### config.mk
export PLATFORM = sky130hd
export DESIGN_NAME = sdrc_app_front
export DESIGN_NICKNAME = d
export VERILOG_FILES = /design/src/rtl/sdrc_app_front_pkg.sv /design/src/rtl/sdrc_sync_fifo.sv /design/src/rtl/sdrc_app_front.sv
export SDC_FILE = /design/constraint.sdc
export NUM_CORES = 1
export LEC_CHECK = 0
export CAP_MARGIN = 20
export CORE_MARGIN = 2
export CORE_UTILIZATION = 50
export DETAILED_ROUTE_END_ITERATION = 10
export PLACE_DENSITY = 0.77
export SLEW_MARGIN = 20
export SYNTH_ARGS = -nofsm -noshare
export SYNTH_HDL_FRONTEND = slang
export SYNTH_SLANG_ARGS = --single-unit
### constraint.sdc
create_clock -name clk -period 3.9 [get_ports clk]
set_input_delay 0.39 -clock clk [delete_from_list [all_inputs] [get_ports clk]]
set_output_delay 0.39 -clock clk [all_outputs]
set_load 0.02 [all_outputs]
### src/rtl/sdrc_app_front_pkg.sv
// Shared types and widths for the SDRAM application front end.
package sdrc_app_front_pkg;

    localparam int unsigned ADDR_W = 26;
    localparam int unsigned LEN_W  = 9;
    localparam int unsigned DATA_W = 32;
    localparam int unsigned BE_W   = DATA_W / 8;
    localparam int unsigned STAT_W = 16;

    typedef enum logic [1:0] {
        IDLE  = 2'd0,
        REQ   = 2'd1,
        WDATA = 2'd2
    } fe_state_e;

    // Queued host command, field order matches the app_req_* outputs.
    typedef struct packed {
        logic [ADDR_W-1:0] addr;
        logic [LEN_W-1:0]  len;
        logic              wr_n;
        logic              wrap;
    } cmd_t;

    // One buffered write beat.
    typedef struct packed {
        logic [DATA_W-1:0] data;
        logic [BE_W-1:0]   be_n;
    } wbeat_t;

    // A command is unusable when it has no beats, or is a write longer than the data buffer.
    function automatic logic len_bad(input cmd_t c, input int unsigned max_len);
        return (c.len == '0) || (!c.wr_n && (c.len > LEN_W'(max_len)));
    endfunction

endpackage

### src/rtl/sdrc_sync_fifo.sv
// Single-clock FIFO with registered storage and a combinational head view.
// A push while full is dropped even if a pop happens in the same cycle.
module sdrc_sync_fifo #(
    parameter int unsigned WIDTH = 8,
    parameter int unsigned DEPTH = 4
) (
    input  logic                     clk,
    input  logic                     rst,
    input  logic                     push,
    input  logic [WIDTH-1:0]         din,
    input  logic                     pop,
    output logic [WIDTH-1:0]         dout,
    output logic                     full,
    output logic                     empty,
    output logic [$clog2(DEPTH):0]   count
);

    localparam int unsigned PTR_W = $clog2(DEPTH);
    localparam int unsigned CNT_W = PTR_W + 1;

    logic [WIDTH-1:0] mem_q [DEPTH];
    logic [PTR_W-1:0] wr_ptr_q, wr_ptr_d;
    logic [PTR_W-1:0] rd_ptr_q, rd_ptr_d;
    logic [CNT_W-1:0] cnt_q, cnt_d;
    logic             do_push;
    logic             do_pop;

    assign full    = (cnt_q == CNT_W'(DEPTH));
    assign empty   = (cnt_q == '0);
    assign do_push = push && !full;
    assign do_pop  = pop && !empty;
    assign dout    = mem_q[rd_ptr_q];
    assign count   = cnt_q;

    // Pointer and occupancy next-state; pointers wrap naturally at DEPTH.
    always_comb begin
        wr_ptr_d = wr_ptr_q;
        rd_ptr_d = rd_ptr_q;
        cnt_d    = cnt_q;
        if (do_push) begin
            wr_ptr_d = wr_ptr_q + PTR_W'(1);
        end
        if (do_pop) begin
            rd_ptr_d = rd_ptr_q + PTR_W'(1);
        end
        case ({do_push, do_pop})
            2'b10:   cnt_d = cnt_q + CNT_W'(1);
            2'b01:   cnt_d = cnt_q - CNT_W'(1);
            default: cnt_d = cnt_q;
        endcase
    end

    // Pointer and occupancy registers.
    always_ff @(posedge clk or posedge rst) begin
        if (rst) begin
            wr_ptr_q <= '0;
            rd_ptr_q <= '0;
            cnt_q    <= '0;
        end else begin
            wr_ptr_q <= wr_ptr_d;
            rd_ptr_q <= rd_ptr_d;
            cnt_q    <= cnt_d;
        end
    end

    // Storage; contents are don't-care while the FIFO is empty, so no reset.
    always_ff @(posedge clk) begin
        if (do_push) begin
            mem_q[wr_ptr_q] <= din;
        end
    end

endmodule

### src/rtl/sdrc_app_front.sv
// Application front end for the SDRAM core: buffers host commands and write
// data, and issues a write only once its whole burst is buffered.
// Optional request statistics: define SDRC_APP_FRONT_STATS_EN.
module sdrc_app_front
    import sdrc_app_front_pkg::*;
#(
    parameter int unsigned CMD_DEPTH = 4,
    parameter int unsigned WD_DEPTH  = 16
) (
    input  logic              clk,
    input  logic              reset,
    input  logic              cmd_valid,
    output logic              cmd_ready,
    input  logic [ADDR_W-1:0] cmd_addr,
    input  logic [LEN_W-1:0]  cmd_len,
    input  logic              cmd_wr_n,
    input  logic              cmd_wrap,
    input  logic              wd_valid,
    output logic              wd_ready,
    input  logic [DATA_W-1:0] wd_data,
    input  logic [BE_W-1:0]   wd_be_n,
    output logic              app_req,
    output logic [ADDR_W-1:0] app_req_addr,
    output logic [LEN_W-1:0]  app_req_len,
    output logic              app_req_wr_n,
    output logic              app_req_wrap,
    input  logic              app_req_ack,
    input  logic              app_wr_next_req,
    output logic [DATA_W-1:0] app_wr_data,
    output logic [BE_W-1:0]   app_wr_en_n,
    input  logic              app_last_wr,
    input  logic              sdr_init_done,
    output logic              fe_idle,
    output logic              err_len,
    output logic              err_unf
`ifdef SDRC_APP_FRONT_STATS_EN
    ,
    output logic [STAT_W-1:0] stat_wr_req,
    output logic [STAT_W-1:0] stat_rd_req
`endif
);

    localparam int unsigned CMD_CNT_W = $clog2(CMD_DEPTH) + 1;
    localparam int unsigned WD_CNT_W  = $clog2(WD_DEPTH) + 1;

    fe_state_e            state_q, state_d;
    cmd_t                 cmd_in, cmd_head;
    cmd_t                 req_q, req_d;
    wbeat_t               wd_in, wd_head;
    logic                 alive_q, alive_d;
    logic                 app_req_q, app_req_d;
    logic                 err_len_q, err_len_d;
    logic                 err_unf_q, err_unf_d;
    logic                 cmd_full, cmd_empty, wd_full, wd_empty;
    logic [CMD_CNT_W-1:0] cmd_count;
    logic [WD_CNT_W-1:0]  wd_count;
    logic                 cmd_fire, cmd_bad, cmd_push, cmd_pop;
    logic                 wd_push, wd_pop, ack_fire;

    assign cmd_in = '{addr: cmd_addr, len: cmd_len, wr_n: cmd_wr_n, wrap: cmd_wrap};
    assign wd_in  = '{data: wd_data, be_n: wd_be_n};

    // alive_q holds the ready outputs low while reset is asserted.
    assign cmd_ready = alive_q && !cmd_full;
    assign wd_ready  = alive_q && !wd_full;
    assign cmd_fire  = cmd_valid && cmd_ready;
    assign cmd_bad   = len_bad(cmd_in, WD_DEPTH);
    assign cmd_push  = cmd_fire && !cmd_bad;
    assign wd_push   = wd_valid && wd_ready;

    assign app_req      = app_req_q;
    assign app_req_addr = req_q.addr;
    assign app_req_len  = req_q.len;
    assign app_req_wr_n = req_q.wr_n;
    assign app_req_wrap = req_q.wrap;
    assign app_wr_data  = wd_head.data;
    assign app_wr_en_n  = wd_head.be_n;
    assign err_len      = err_len_q;
    assign err_unf      = err_unf_q;
    assign fe_idle      = (state_q == IDLE) && (cmd_count == '0) && (wd_count == '0);

    sdrc_sync_fifo #(
        .WIDTH ($bits(cmd_t)),
        .DEPTH (CMD_DEPTH)
    ) u_cmd_fifo (
        .clk   (clk),
        .rst   (reset),
        .push  (cmd_push),
        .din   (cmd_in),
        .pop   (cmd_pop),
        .dout  (cmd_head),
        .full  (cmd_full),
        .empty (cmd_empty),
        .count (cmd_count)
    );

    sdrc_sync_fifo #(
        .WIDTH ($bits(wbeat_t)),
        .DEPTH (WD_DEPTH)
    ) u_wd_fifo (
        .clk   (clk),
        .rst   (reset),
        .push  (wd_push),
        .din   (wd_in),
        .pop   (wd_pop),
        .dout  (wd_head),
        .full  (wd_full),
        .empty (wd_empty),
        .count (wd_count)
    );

    // Next state, FIFO pops and registered-output next values.
    always_comb begin
        state_d   = state_q;
        cmd_pop   = 1'b0;
        wd_pop    = 1'b0;
        ack_fire  = 1'b0;
        alive_d   = 1'b1;
        req_d     = req_q;
        err_len_d = cmd_fire && cmd_bad;
        err_unf_d = err_unf_q || (app_wr_next_req && wd_empty);

        unique case (state_q)
            IDLE: begin
                if (!cmd_empty && sdr_init_done &&
                    (cmd_head.wr_n || (LEN_W'(wd_count) >= cmd_head.len))) begin
                    state_d = REQ;
                end
            end
            REQ: begin
                req_d = cmd_head;
                // Only an ack against a visible request counts.
                if (app_req_q && app_req_ack) begin
                    ack_fire = 1'b1;
                    cmd_pop  = 1'b1;
                    state_d  = cmd_head.wr_n ? IDLE : WDATA;
                end
            end
            WDATA: begin
                wd_pop = app_wr_next_req;
                if (app_last_wr) begin
                    state_d = IDLE;
                end
            end
            default: state_d = IDLE;
        endcase

        app_req_d = (state_q == REQ) && !ack_fire;
    end

    // State and registered outputs.
    always_ff @(posedge clk or posedge reset) begin
        if (reset) begin
            state_q   <= IDLE;
            alive_q   <= 1'b0;
            app_req_q <= 1'b0;
            req_q     <= '0;
            err_len_q <= 1'b0;
            err_unf_q <= 1'b0;
        end else begin
            state_q   <= state_d;
            alive_q   <= alive_d;
            app_req_q <= app_req_d;
            req_q     <= req_d;
            err_len_q <= err_len_d;
            err_unf_q <= err_unf_d;
        end
    end

`ifdef SDRC_APP_FRONT_STATS_EN
    logic [STAT_W-1:0] stat_wr_q, stat_wr_d;
    logic [STAT_W-1:0] stat_rd_q, stat_rd_d;

    assign stat_wr_req = stat_wr_q;
    assign stat_rd_req = stat_rd_q;

    // Saturating counts of acknowledged requests by type.
    always_comb begin
        stat_wr_d = stat_wr_q;
        stat_rd_d = stat_rd_q;
        if (ack_fire && !cmd_head.wr_n && (stat_wr_q != '1)) begin
            stat_wr_d = stat_wr_q + STAT_W'(1);
        end
        if (ack_fire && cmd_head.wr_n && (stat_rd_q != '1)) begin
            stat_rd_d = stat_rd_q + STAT_W'(1);
        end
    end

    // Statistics registers.
    always_ff @(posedge clk or posedge reset) begin
        if (reset) begin
            stat_wr_q <= '0;
            stat_rd_q <= '0;
        end else begin
            stat_wr_q <= stat_wr_d;
            stat_rd_q <= stat_rd_d;
        end
    end
`endif

endmodule

==> results of run 1 <==
==> worst max path at each step <==
stage | startpoint | endpoint | slack, ns
floorplan | u_wd_fifo.count[1] | u_wd_fifo.mem_q[11][0] | 0.43
global placement | cmd_len[1] | u_cmd_fifo.count[2] | 0.70
detailed placement | cmd_len[1] | u_cmd_fifo.count[2] | 0.66
CTS | u_wd_fifo.rd_ptr_q[0] | app_wr_data[1] | 0.19
global route | u_wd_fifo.rd_ptr_q[0] | app_wr_en_n[2] | 0.12
finish | u_wd_fifo.rd_ptr_q[0] | app_wr_en_n[2] | 0.24
==> state kept, by name, summed over array words and instances, names as in the netlist, 2 cells and up <==
name,count
u_wd_fifo.wr_ptr_q,4
state_q,2
u_wd_fifo.mem_q,576
app_req_addr,26
u_cmd_fifo.rd_ptr_q,2
u_wd_fifo.count,5
u_cmd_fifo.mem_q,148
u_cmd_fifo.count,3
u_cmd_fifo.wr_ptr_q,2
app_req_len,9
u_wd_fifo.rd_ptr_q,4
==> Yosys cell counts <==
cell      number
clkbuf_1      34
fa_1           2
nor2_1        17
xnor2_1       10
or4_1          1
nand3_1        3
edfxtp_1     724
and2_2         4
inv_1         20
dfrtp_1       63
nor3_2         1
nor3_1         5
nand2_1      117
o21ba_1        1
mux2_2         1
xor2_1         6
a31oi_1        1
a21oi_1        6
a21o_1         2
mux4_2       217
nor3b_1        2
or4_4          1
and3_1         2
o22ai_1        1
buf_2         21
nand4_1        2
buf_4          1
nand2b_1       4
ha_1          19
o21ai_0       14
mux2_4         1
buf_1          5
a22oi_1        1
nor2b_1        3
or3b_2         1
conb_1         1
and2_1         1
nor4_1         3
buf_6          1
nor4bb_1       1
==> cells by family after synthesis <==
logic type	count (synthesis)	share of synthesized area
DFF	787	0.781
muxes	219	0.164
and+or+nand+nor	168	0.0244
buffers and inverters	82	0.0116
AOI/OAI and AO/OA	26	0.00486
adders and majority gates	21	0.00930
xor gates and xnor gates	16	0.00469
other	1	0.000126
==> metal layers <==
| layer | vias to the layer above | part of all wire |
|---|---|---|
| li1 | 5860 | - |
| met1 | 7353 | 0.39 |
| met2 | 649 | 0.51 |
| met3 | 101 | 0.080 |
| met4 | 8 | 0.017 |
| met5 | - | 0.00088 |
==> layout make-up <==
cell class              count  area share
flip-flops and latches    787       0.660
clock buffers              98      0.0597
clock inverters            43      0.0134
repair buffers            198      0.0576
inverters                  20     0.00212
well taps                 773      0.0274
multi-input cells         451       0.180
==> power breakdown <==
group	internal, mW	switching, mW	leakage [nW]
Combinational	3.42	3.37	2.93
Clock	4.34	3.17	1.26
Sequential	9.94	0.508	7.29
==> stage by stage <==
step / hold slack, ns / std cells / util / worst slack [ns]
2_1_floorplan: 0.464 / 1320 / - / 0.426
3_3_place_gp: 0.442 / 2229 / 0.555 / 0.701
3_5_place_dp: 0.457 / 2229 / 0.555 / 0.662
4_1_cts: 0.195 / 2370 / 0.599 / 0.190
5_1_grt: 0.217 / 2370 / 0.599 / 0.116
6_report: 0.185 / 2370 / 0.599 / 0.241
==> results.tsv, run 1 <==
stage	metric	value	unit
timing	final hold viol count	0	
setup_path	Buf+Inv Stages, Crit Path	2	
cts	# resized after CTS	0	
global_routing	vias in the first global route	14900	
setup_path	CP required	3.51	ns
final_layout	most frequent cells in the layout	edfxtp_1, mux4_2, clkdlybuf4s50_1	
setup_path	Crit. End Element	output port	
floorplan	full die area	61700	sq um
timing	Least-Margin Pin Slew	0.983	ns
synthesis	cell accounting for the most synthesized area	edfxtp_1	
setup_path	CP peak stage delay	0.57	ns
routing	final WL	63.9	mm
timing	total negative slack	0	ns
placement	Cell Area, Placed	32800	sq um
global_routing	GRT Util Overall	0.209	
cts	clock-pin slew on the worst setup and hold paths	0.06	ns
cts	clock root buffer master	clkbuf_16	
run_status	status	finished, final reports clean	
synthesis	Seq/Total Area, Yosys	0.781	
timing	fraction of the cycle the final worst path needs	0.938	
floorplan	Initial Util	0.506	
final_layout	Multi-input gate area	6350	sq um
global_routing	initial antenna violation count	4	
global_routing	GR Overflow Total	0	
placement	GP Congestion	0.740	
pwr	Power Density	700	nW/um^2
cts	largest buffer count on any clock path	3	
cts	# hold bufs at CTS	0	
setup_path	WP depth	4	
timing	Final Setup Violations	0	
setup_path	launching point of the worst reg2reg path	u_wd_fifo.count[1]	
synthesis	post-synthesis register bit count	787	
synthesis	Synth top area share	0.728	
cts	CTS H-tree lvls	3	
setup_path	Worst Reg-to-Reg Cells	11	
setup_path	Worst EP arrival	3.27	ns
setup_path	kind of critical path	reg2out	
setup_path	crit path cell chain	buf_12 -> mux4_2 -> mux4_2 -> clkdlybuf4s50_1	
synthesis	gate count of the mapped netlist	1320	
routing	wire length per cell	27.0	um
cts	Post-CTS Setup Bufs	0	
routing	Vias	14000	
final_layout	# fillers	4010	
setup_path	CP top delay family	multiplexers	
synthesis	Synthesis Warnings	0	
global_routing	met3 Track Usage GR	0.0460	
routing	vias per inst	5.89	
floorplan	Chip Width	248	um
routing	DRC viols	0	
setup_path	CP Launch Type	flop	
placement	IO buf count	159	
pwr	Tot Pwr	24.8	mW
final_layout	Finished Cell Area	35300	sq um
global_routing	gr busiest metal	met2	
flow_run	max_cap viols	0	
timing	Max-slew headroom	0.344	
routing	drt initial violations	1393	
placement	HPWL Detailed	32.2	mm
floorplan	core area	59000	sq um
floorplan	Die Span Y	248	um
setup_path	Worst path most repeated cell	mux4_2	
synthesis	Synth Cell Area	29900	sq um
global_routing	met2 usage	0.348	
cts	Num CTS Buffers	78	
setup_path	setup slack, reg-to-reg	0.78	ns
timing	Slew Limit Fails	0	
synthesis	post-synth net total	1422	
final_layout	commonest non-fill, non-tap cell in the layout	edfxtp_1	
final_layout	net total in the final layout	1638	
timing	RSZ-0062 raised after global routing	no	
setup_path	CP Max Fanout	60	
final_layout	share of cells above drive strength 1	0.253	
timing	maximum clock rate	273	MHz
timing	Post-Route Skew	0.0245	ns
floorplan	IO Count	160	
global_routing	global-route wire length before repair	95.4	mm
routing	drt first pass iters	5	
synthesis	Synth Area per Inst	22.6	sq um
pwr	P_leak	11.5	nW
synthesis	Synth area leaders	edfxtp_1, mux4_2, dfrtp_1, nand2_1, ha_1	
routing	antenna viol nets, final	0	
pwr	VDD IR max	0.000489	V
synthesis	count of cell types in the netlist	40	
final_layout	Seq. cell area	23300	sq um
setup_path	FF-to-FF End	u_wd_fifo.count[4]	
floorplan	FP Rows	89	
cts	CTS tree	built	
cts	Skew-Pair Late Insertion Delay	0.62	ns
hold_path	worst hold path type	in2async	
final_layout	ant diodes	0	
global_routing	GRT met1 Usage	0.285	
timing	Final min period	3.66	ns
global_routing	largest net degree at the start of global routing	61	
final_layout	Area Overhead vs Synth	18.3	%
setup_path	Slowest cell on crit path	mux4_2	
cts	TritonCTS Sinks	787	
(Power assumes the default switching activity.)
==> run 2: changes to the inputs <==
PLACE_DENSITY = 0.71   (was 0.77)
SKIP_LAST_GASP = 1   (was unset)
==> results.tsv, run 2 (same netlist as run 1, synthesis figures left out) <==
stage	metric	value	unit
routing	drt initial violations	1173	
pwr	VDD IR max	0.000471	V
cts	largest buffer count on any clock path	3	
cts	CTS tree	built	
pwr	P_leak	11.5	nW
timing	fraction of the cycle the final worst path needs	0.953	
final_layout	max FFs per register	576	
global_routing	vias in the first global route	14800	
pwr	Power Density	695	nW/um^2
cts	clock-pin slew on the worst setup and hold paths	0.06	ns
routing	DRC viols	0	
placement	Cell Area, Placed	32900	sq um
placement	GP Congestion	0.744	
cts	clock root buffer master	clkbuf_16	
setup_path	CP required	3.51	ns
routing	wire length per cell	25.8	um
hold_path	worst hold path type	in2async	
placement	Placed Instances	2241	
global_routing	largest net degree at the start of global routing	43	
global_routing	global-route wire length before repair	93.1	mm
timing	Least-Margin Pin Slew	0.792	ns
flow_run	max_cap viols	0	
global_routing	GRT Util Overall	0.202	
pwr	Tot Pwr	24.7	mW
routing	vias per inst	5.77	
floorplan	IO Count	160	
cts	CTS H-tree lvls	3	
floorplan	core area	59000	sq um
final_layout	# fillers	4119	
timing	Max-slew headroom	0.472	
timing	Final min period	3.72	ns
final_layout	Most flops, register	u_wd_fifo.mem_q	
floorplan	FP Rows	89	
floorplan	Die Span Y	248	um
timing	total negative slack	0	ns
floorplan	Chip Width	248	um
timing	Slew Limit Fails	0	
timing	Final Setup Violations	0	
setup_path	CP Max Fanout	16	
final_layout	commonest non-fill, non-tap cell in the layout	edfxtp_1	
routing	antenna viol nets, final	0	
placement	Place WS	0.577	ns
final_layout	most frequent cells in the layout	edfxtp_1, mux4_2, clkdlybuf4s50_1	
setup_path	setup slack, reg-to-reg	0.75	ns
cts	TritonCTS Sinks	787	
timing	final hold viol count	0	
global_routing	GR Overflow Total	0	
setup_path	Crit. End Element	output port	
final_layout	share of cells above drive strength 1	0.256	
final_layout	Finished Cell Area	35500	sq um
cts	Skew-Pair Late Insertion Delay	0.62	ns
timing	final worst slack	0.183	ns
setup_path	kind of critical path	reg2out	
timing	Post-Route Skew	0.0281	ns
routing	final WL	61.5	mm
floorplan	full die area	61700	sq um
final_layout	Final Core Density	0.601	
final_layout	Area Overhead vs Synth	18.8	%
cts	# resized after CTS	0	
timing	RSZ-0062 raised after global routing	no	
placement	HPWL Detailed	33.7	mm
timing	hold_ws	0.232	ns
routing	Vias	13800	
global_routing	initial antenna violation count	6	
placement	IO buf count	159	
setup_path	Worst EP arrival	3.33	ns
run_status	status	finished, final reports clean	
floorplan	Initial Util	0.506	
setup_path	CP Launch Type	flop	
final_layout	Non-Filler Instances	2386	
cts	Num CTS Buffers	78	
routing	drt first pass iters	5	
timing	maximum clock rate	269	MHz
final_layout	net total in the final layout	1651	
-- run 2: changes by cell type in the layout (fill, tap and decap cells not counted), moves of 3 or more --
cell / before / now
clkinv_8: 4 / 0
buf_4: 27 / 31
clkinvlp_4: 2 / 5
buf_12: 12 / 21
clkinv_4: 4 / 1
clkinv_1: 12 / 17
-- run 2: report_power, final --
| part | switching [mW] | internal [mW] |
|---|---|---|
| sequential | 0.662 | 9.94 |
| combinational | 3.21 | 3.50 |
| clock | 3.07 | 4.28 |
-- run 2: path summary, 6_finish.rpt --
check	startpoint	to	depth (start not counted)
min in group clk	app_last_wr	state_q[1]	2
setup / recovery	u_wd_fifo.rd_ptr_q[0]	app_wr_data[1]	4
setup reg to reg	u_wd_fifo.count[1]	u_wd_fifo.count[4]	11
hold / removal	reset	app_req_addr[23]	2
max in group asynchronous	reset	app_req_addr[3]	4
hold reg to reg	err_unf	err_unf	1
-- run 2: layout make-up --
cell class | count | area (sq um) | area share
diodes | 2 | 5.00 | 0.000141
clock buffers | 99 | 2130 | 0.0601
clock inverters | 43 | 387 | 0.0109
inverters | 20 | 75.1 | 0.00212
multi-input cells | 451 | 6350 | 0.179
flip-flops and latches | 787 | 23300 | 0.657
well taps | 773 | 967 | 0.0273
repair buffers | 211 | 2240 | 0.0632
-- run 2: worst max-delay path, cell delays in order (launching register included) --
cell	delay, ns
dfrtp_4	0.69
buf_4	0.36
mux4_2	0.56
mux4_2	0.53
clkdlybuf4s50_1	0.57
-- run 2: routing by layer --
metal / routed length, um / GRT usage
met5: 60 / 0
met4: 1390 / 0.0616
met3: 4090 / 0.0475
met2: 31200 / 0.341
met1: 24800 / 0.264
-- run 2: repair_timing --
| item | in CTS | in global routing |
|---|---|---|
| setup buffers | 1 | 0 |
| hold buffers | 0 | 0 |
| setup endpoints to repair | 15 | 0 |
==> run 3: changes to the inputs <==
CAP_MARGIN = unset   (was 20)
CTS_BUF_LIST = sky130_fd_sc_hd__clkbuf_4   (was unset)
==> results.tsv, run 3 (same netlist as run 1, synthesis figures left out) <==
stage	metric	value	unit
global_routing	GRT Util Overall	0.209	
global_routing	largest net degree at the start of global routing	43	
run_status	status	finished, final reports clean	
routing	drt initial violations	1005	
timing	Final min period	3.78	ns
floorplan	full die area	61700	sq um
floorplan	core area	59000	sq um
routing	DRC viols	0	
pwr	Logic pwr share	0.289	
cts	largest buffer count on any clock path	3	
timing	final hold viol count	0	
setup_path	CP required	3.51	ns
final_layout	net total in the final layout	1817	
cts	clock root buffer master	clkbuf_4	
global_routing	GR Overflow Total	0	
floorplan	FP Rows	89	
placement	Place WS	0.577	ns
timing	total negative slack	0	ns
setup_path	Crit. End Element	output port	
routing	wire length per cell	24.0	um
placement	HPWL Detailed	33.7	mm
setup_path	CP Max Fanout	13	
final_layout	Most flops, register	u_wd_fifo.mem_q	
floorplan	Die Span Y	248	um
timing	Post-Route Skew	0.0680	ns
timing	final worst slack	0.117	ns
cts	Num CTS Buffers	190	
pwr	sequential fraction of design power	0.434	
pwr	P_leak	12.1	nW
timing	RSZ-0062 raised after global routing	yes	
cts	clock-pin slew on the worst setup and hold paths	0.07	ns
routing	vias per inst	5.61	
timing	Slew Limit Fails	0	
pwr	Pint	17.1	mW
global_routing	initial antenna violation count	5	
timing	Final Setup Violations	0	
timing	Max-slew headroom	0.478	
pwr	Power Density	671	nW/um^2
hold_path	worst hold path type	in2reg	
routing	Vias	14700	
timing	hold_ws	0.173	ns
final_layout	commonest non-fill, non-tap cell in the layout	edfxtp_1	
routing	antenna viol nets, final	0	
flow_run	max_cap viols	0	
pwr	clock power share	0.276	
final_layout	share of cells above drive strength 1	0.327	
setup_path	kind of critical path	reg2out	
floorplan	Chip Width	248	um
final_layout	Area Overhead vs Synth	20.4	%
routing	final WL	62.7	mm
cts	TritonCTS Sinks	787	
global_routing	vias in the first global route	16000	
routing	drt first pass iters	5	
floorplan	IO Count	160	
placement	GP Congestion	0.744	
pwr	switching share of power	0.291	
timing	Least-Margin Pin Slew	0.784	ns
timing	maximum clock rate	264	MHz
setup_path	Worst EP arrival	3.39	ns
placement	IO buf count	159	
cts	Skew-Pair Late Insertion Delay	1.00	ns
pwr	Sw Pwr	7.01	mW
setup_path	CP Launch Type	flop	
pwr	VDD IR max	0.000480	V
final_layout	max FFs per register	576	
pwr	Tot Pwr	24.1	mW
cts	CTS tree	built	
global_routing	global-route wire length before repair	95.7	mm
final_layout	Final Core Density	0.610	
floorplan	Initial Util	0.506	
final_layout	most frequent cells in the layout	edfxtp_1, clkbuf_4, mux4_2	
timing	fraction of the cycle the final worst path needs	0.970	
cts	CTS H-tree lvls	4	
## run 3: area by class of cell
class	count	area, sq um
Clock buffer	272	2040
Inverter	20	75.1
Timing Repair Buffer	265	2850
Sequential cell	787	23300
Fill cell	4163	23000
Multi-Input combinational cell	451	6350
Antenna cell	2	5.00
Clock inverter	46	363
Tap cell	773	967
## run 3: worst paths after layout
kind,from,to,slack [ns],cells past startpoint
worst max-delay path,u_wd_fifo.rd_ptr_q[0],app_wr_data[13],0.12,5
worst min-delay path,cmd_len[4],u_cmd_fifo.mem_q[0][6],0.17,1
worst max register to register,u_wd_fifo.count[0],u_wd_fifo.count[4],0.76,11
worst min register to register,err_unf,err_unf,0.46,1
max in group asynchronous,reset,app_req_len[6],2.57,5
min in group asynchronous,reset,app_req_addr[15],0.40,3
## run 3: power groups by stage
stage | clock [mW] | combinational (mW) | sequential, mW
2_1_floorplan | 0 | 4.39 | 10.6
4_1_cts | 6.87 | 7.08 | 10.5
6_report | 6.67 | 6.98 | 10.5
3_5_place_dp | 0 | 6.73 | 10.8
3_3_place_gp | 0 | 6.65 | 10.8
5_1_grt | 7.31 | 7.47 | 10.6
## run 3: timing repair
item                                   4_1_cts  5_1_grt
gates resized for setup                     25        4
pin swaps                                    0        0
endpoints found under the hold margin      169        0
cloned                                       0        1
buffers inserted                            13        0
hold buffers                                41        0
setup endpoints to repair                   36       14
## run 3: per-layer routing
metal / vias to the layer above / GRT usage / part of all wire
li1: 6348 / - / -
met1: 7658 / 0.265 / 0.40
met2: 551 / 0.345 / 0.51
met3: 101 / 0.0602 / 0.072
met4: 6 / 0.0790 / 0.021
met5: - / 0 / 0.00064
## run 3: metrics by stage
step,instances,cell area [sq um]
4_1_cts,2613,35900
3_3_place_gp,2241,32900
5_1_grt,2616,36000
2_1_floorplan,1320,29900
3_5_place_dp,2241,32900
6_report,2616,36000
## run 3: worst max-delay path: stages (launching register included)
cell             delay [ns]
dfrtp_4                0.44
buf_4                  0.18
buf_6                  0.23
mux4_2                 0.53
mux4_2                 0.47
clkdlybuf4s50_1        0.56
==> edit (flow settings as in run 2) <==
Put one more register stage on the output `err_unf`, with the module's reset. The value now appears one clock later. The other outputs are not delayed to match.
--- a/src/rtl/sdrc_app_front.sv
+++ b/src/rtl/sdrc_app_front.sv
@@ -77,5 +77,11 @@
     assign app_wr_en_n  = wd_head.be_n;
     assign err_len      = err_len_q;
-    assign err_unf      = err_unf_q;
+    always_ff @(posedge clk or posedge reset) begin
+        if (reset) begin
+            err_unf <= '0;
+        end else begin
+            err_unf <= err_unf_q;
+        end
+    end
     assign fe_idle      = (state_q == IDLE) && (cmd_count == '0) && (wd_count == '0);
 
Function: changed (Yosys sat finds a counterexample within 4 cycles, from zero or initial values and one cycle with reset high).
==> edit against run 2 <==
Register-to-register slack worse by 0.03 ns. Wire length is 1.1% higher. Non-clock buffer count is 7 higher. Final area is 0.31% higher. Sequential cell count is 1 higher. Sequential share of layout area is 0.13 points lower. Area after synthesis hardly changed. Power is 1.6% higher. Sequential power hardly changed. Setup slack better by 0.080 ns. Critical endpoint is now app_wr_en_n[1]. Largest power group unchanged.
==> edit: results (changes against run 2) <==
run status: complete, no violations
P&R area growth vs syn: 19.08%
leakage power: 11.65 nW (+0.94%)
HPWL Detailed: 33.54 mm (-0.42%)
clk_skew: 0.01859 ns (-0.009513 ns)
# Post-CTS Setup Buffers: 0 (-1)
Routed WL: 62.18 mm (+1.1%)
syn_area_per_cell: 22.63 sq um (about the same)
Post-DP Area: 32850 sq um (-0.30%)
Nets: 1662 (+0.67%)
synthesized net count: 1423 (+0.070%)
Hold WS: 0.2992 ns (+0.06709 ns)
Die ar.: 61770 sq um (about the same)
CTS Buf Count: 81 (+3.8%)
Seq cells: 788 (+0.13%)
xor and xnor area share after synthesis: 0.004687 (about the same)
CP Max Fanout: 45 (+29)
filler cell count: 4046 (-1.8%)
via/cell ratio: 5.812 (+0.71%)
Tot GR Track Use: 0.2044 (+0.002004)
peak supply drop: 0.5420 mV (+15%)
minimum clock period: 3.638 ns (-0.07955 ns)
top cells by area, synth: edfxtp_1, mux4_2, dfrtp_1
Crit-path slowest cell: clkdlybuf4s50_1
Rel. slew slack: 0.3938 (-0.07821)
layout cells sized above 1: 0.2669 (+0.01117)
Seq/Total Area, Yosys: 0.7807 (about the same)
Layout clock buffers: 93 (-6.1%)
Finished Layout Cells: 2399 (+0.54%)
clock group share of total power: 0.307 (+0.009)
Antenna diodes: 0 (-2)
Seq area share: 0.6560 (-0.001328)
[edit: cell types whose count changed after synthesis]
cell / delta
buf_1: +1
dfrtp_1: +1
clkbuf_1: -1
[edit: path summary, 6_finish.rpt]
check                                      start               endpoint  depth (start not counted)
min                                        reset       app_req_addr[21]                          2
max in group asynchronous                  reset  u_wd_fifo.rd_ptr_q[3]                          3
max                        u_wd_fifo.rd_ptr_q[0]         app_wr_en_n[1]                          4
max reg2reg                   u_wd_fifo.count[1]     u_wd_fifo.count[4]                         11
min reg2reg                            err_unf_q                err_unf                          0
min in group clk                       cmd_valid                err_len                          3
[edit: kinds of logic after synthesis]
kind of cell	Yosys count
adders and majority gates	21
DFF	788
buffers and inverters	82
other	1
xor gates and xnor gates	16
AOI/OAI and AO/OA	26
muxes	219
and+or+nand+nor	168
[edit: per-layer routing]
layer / GRT usage / vias to the layer above
met5: 0 / -
met4: 0.04859 / 6
met3: 0.04470 / 79
met2: 0.3387 / 496
met1: 0.2806 / 7432
li1: - / 5930
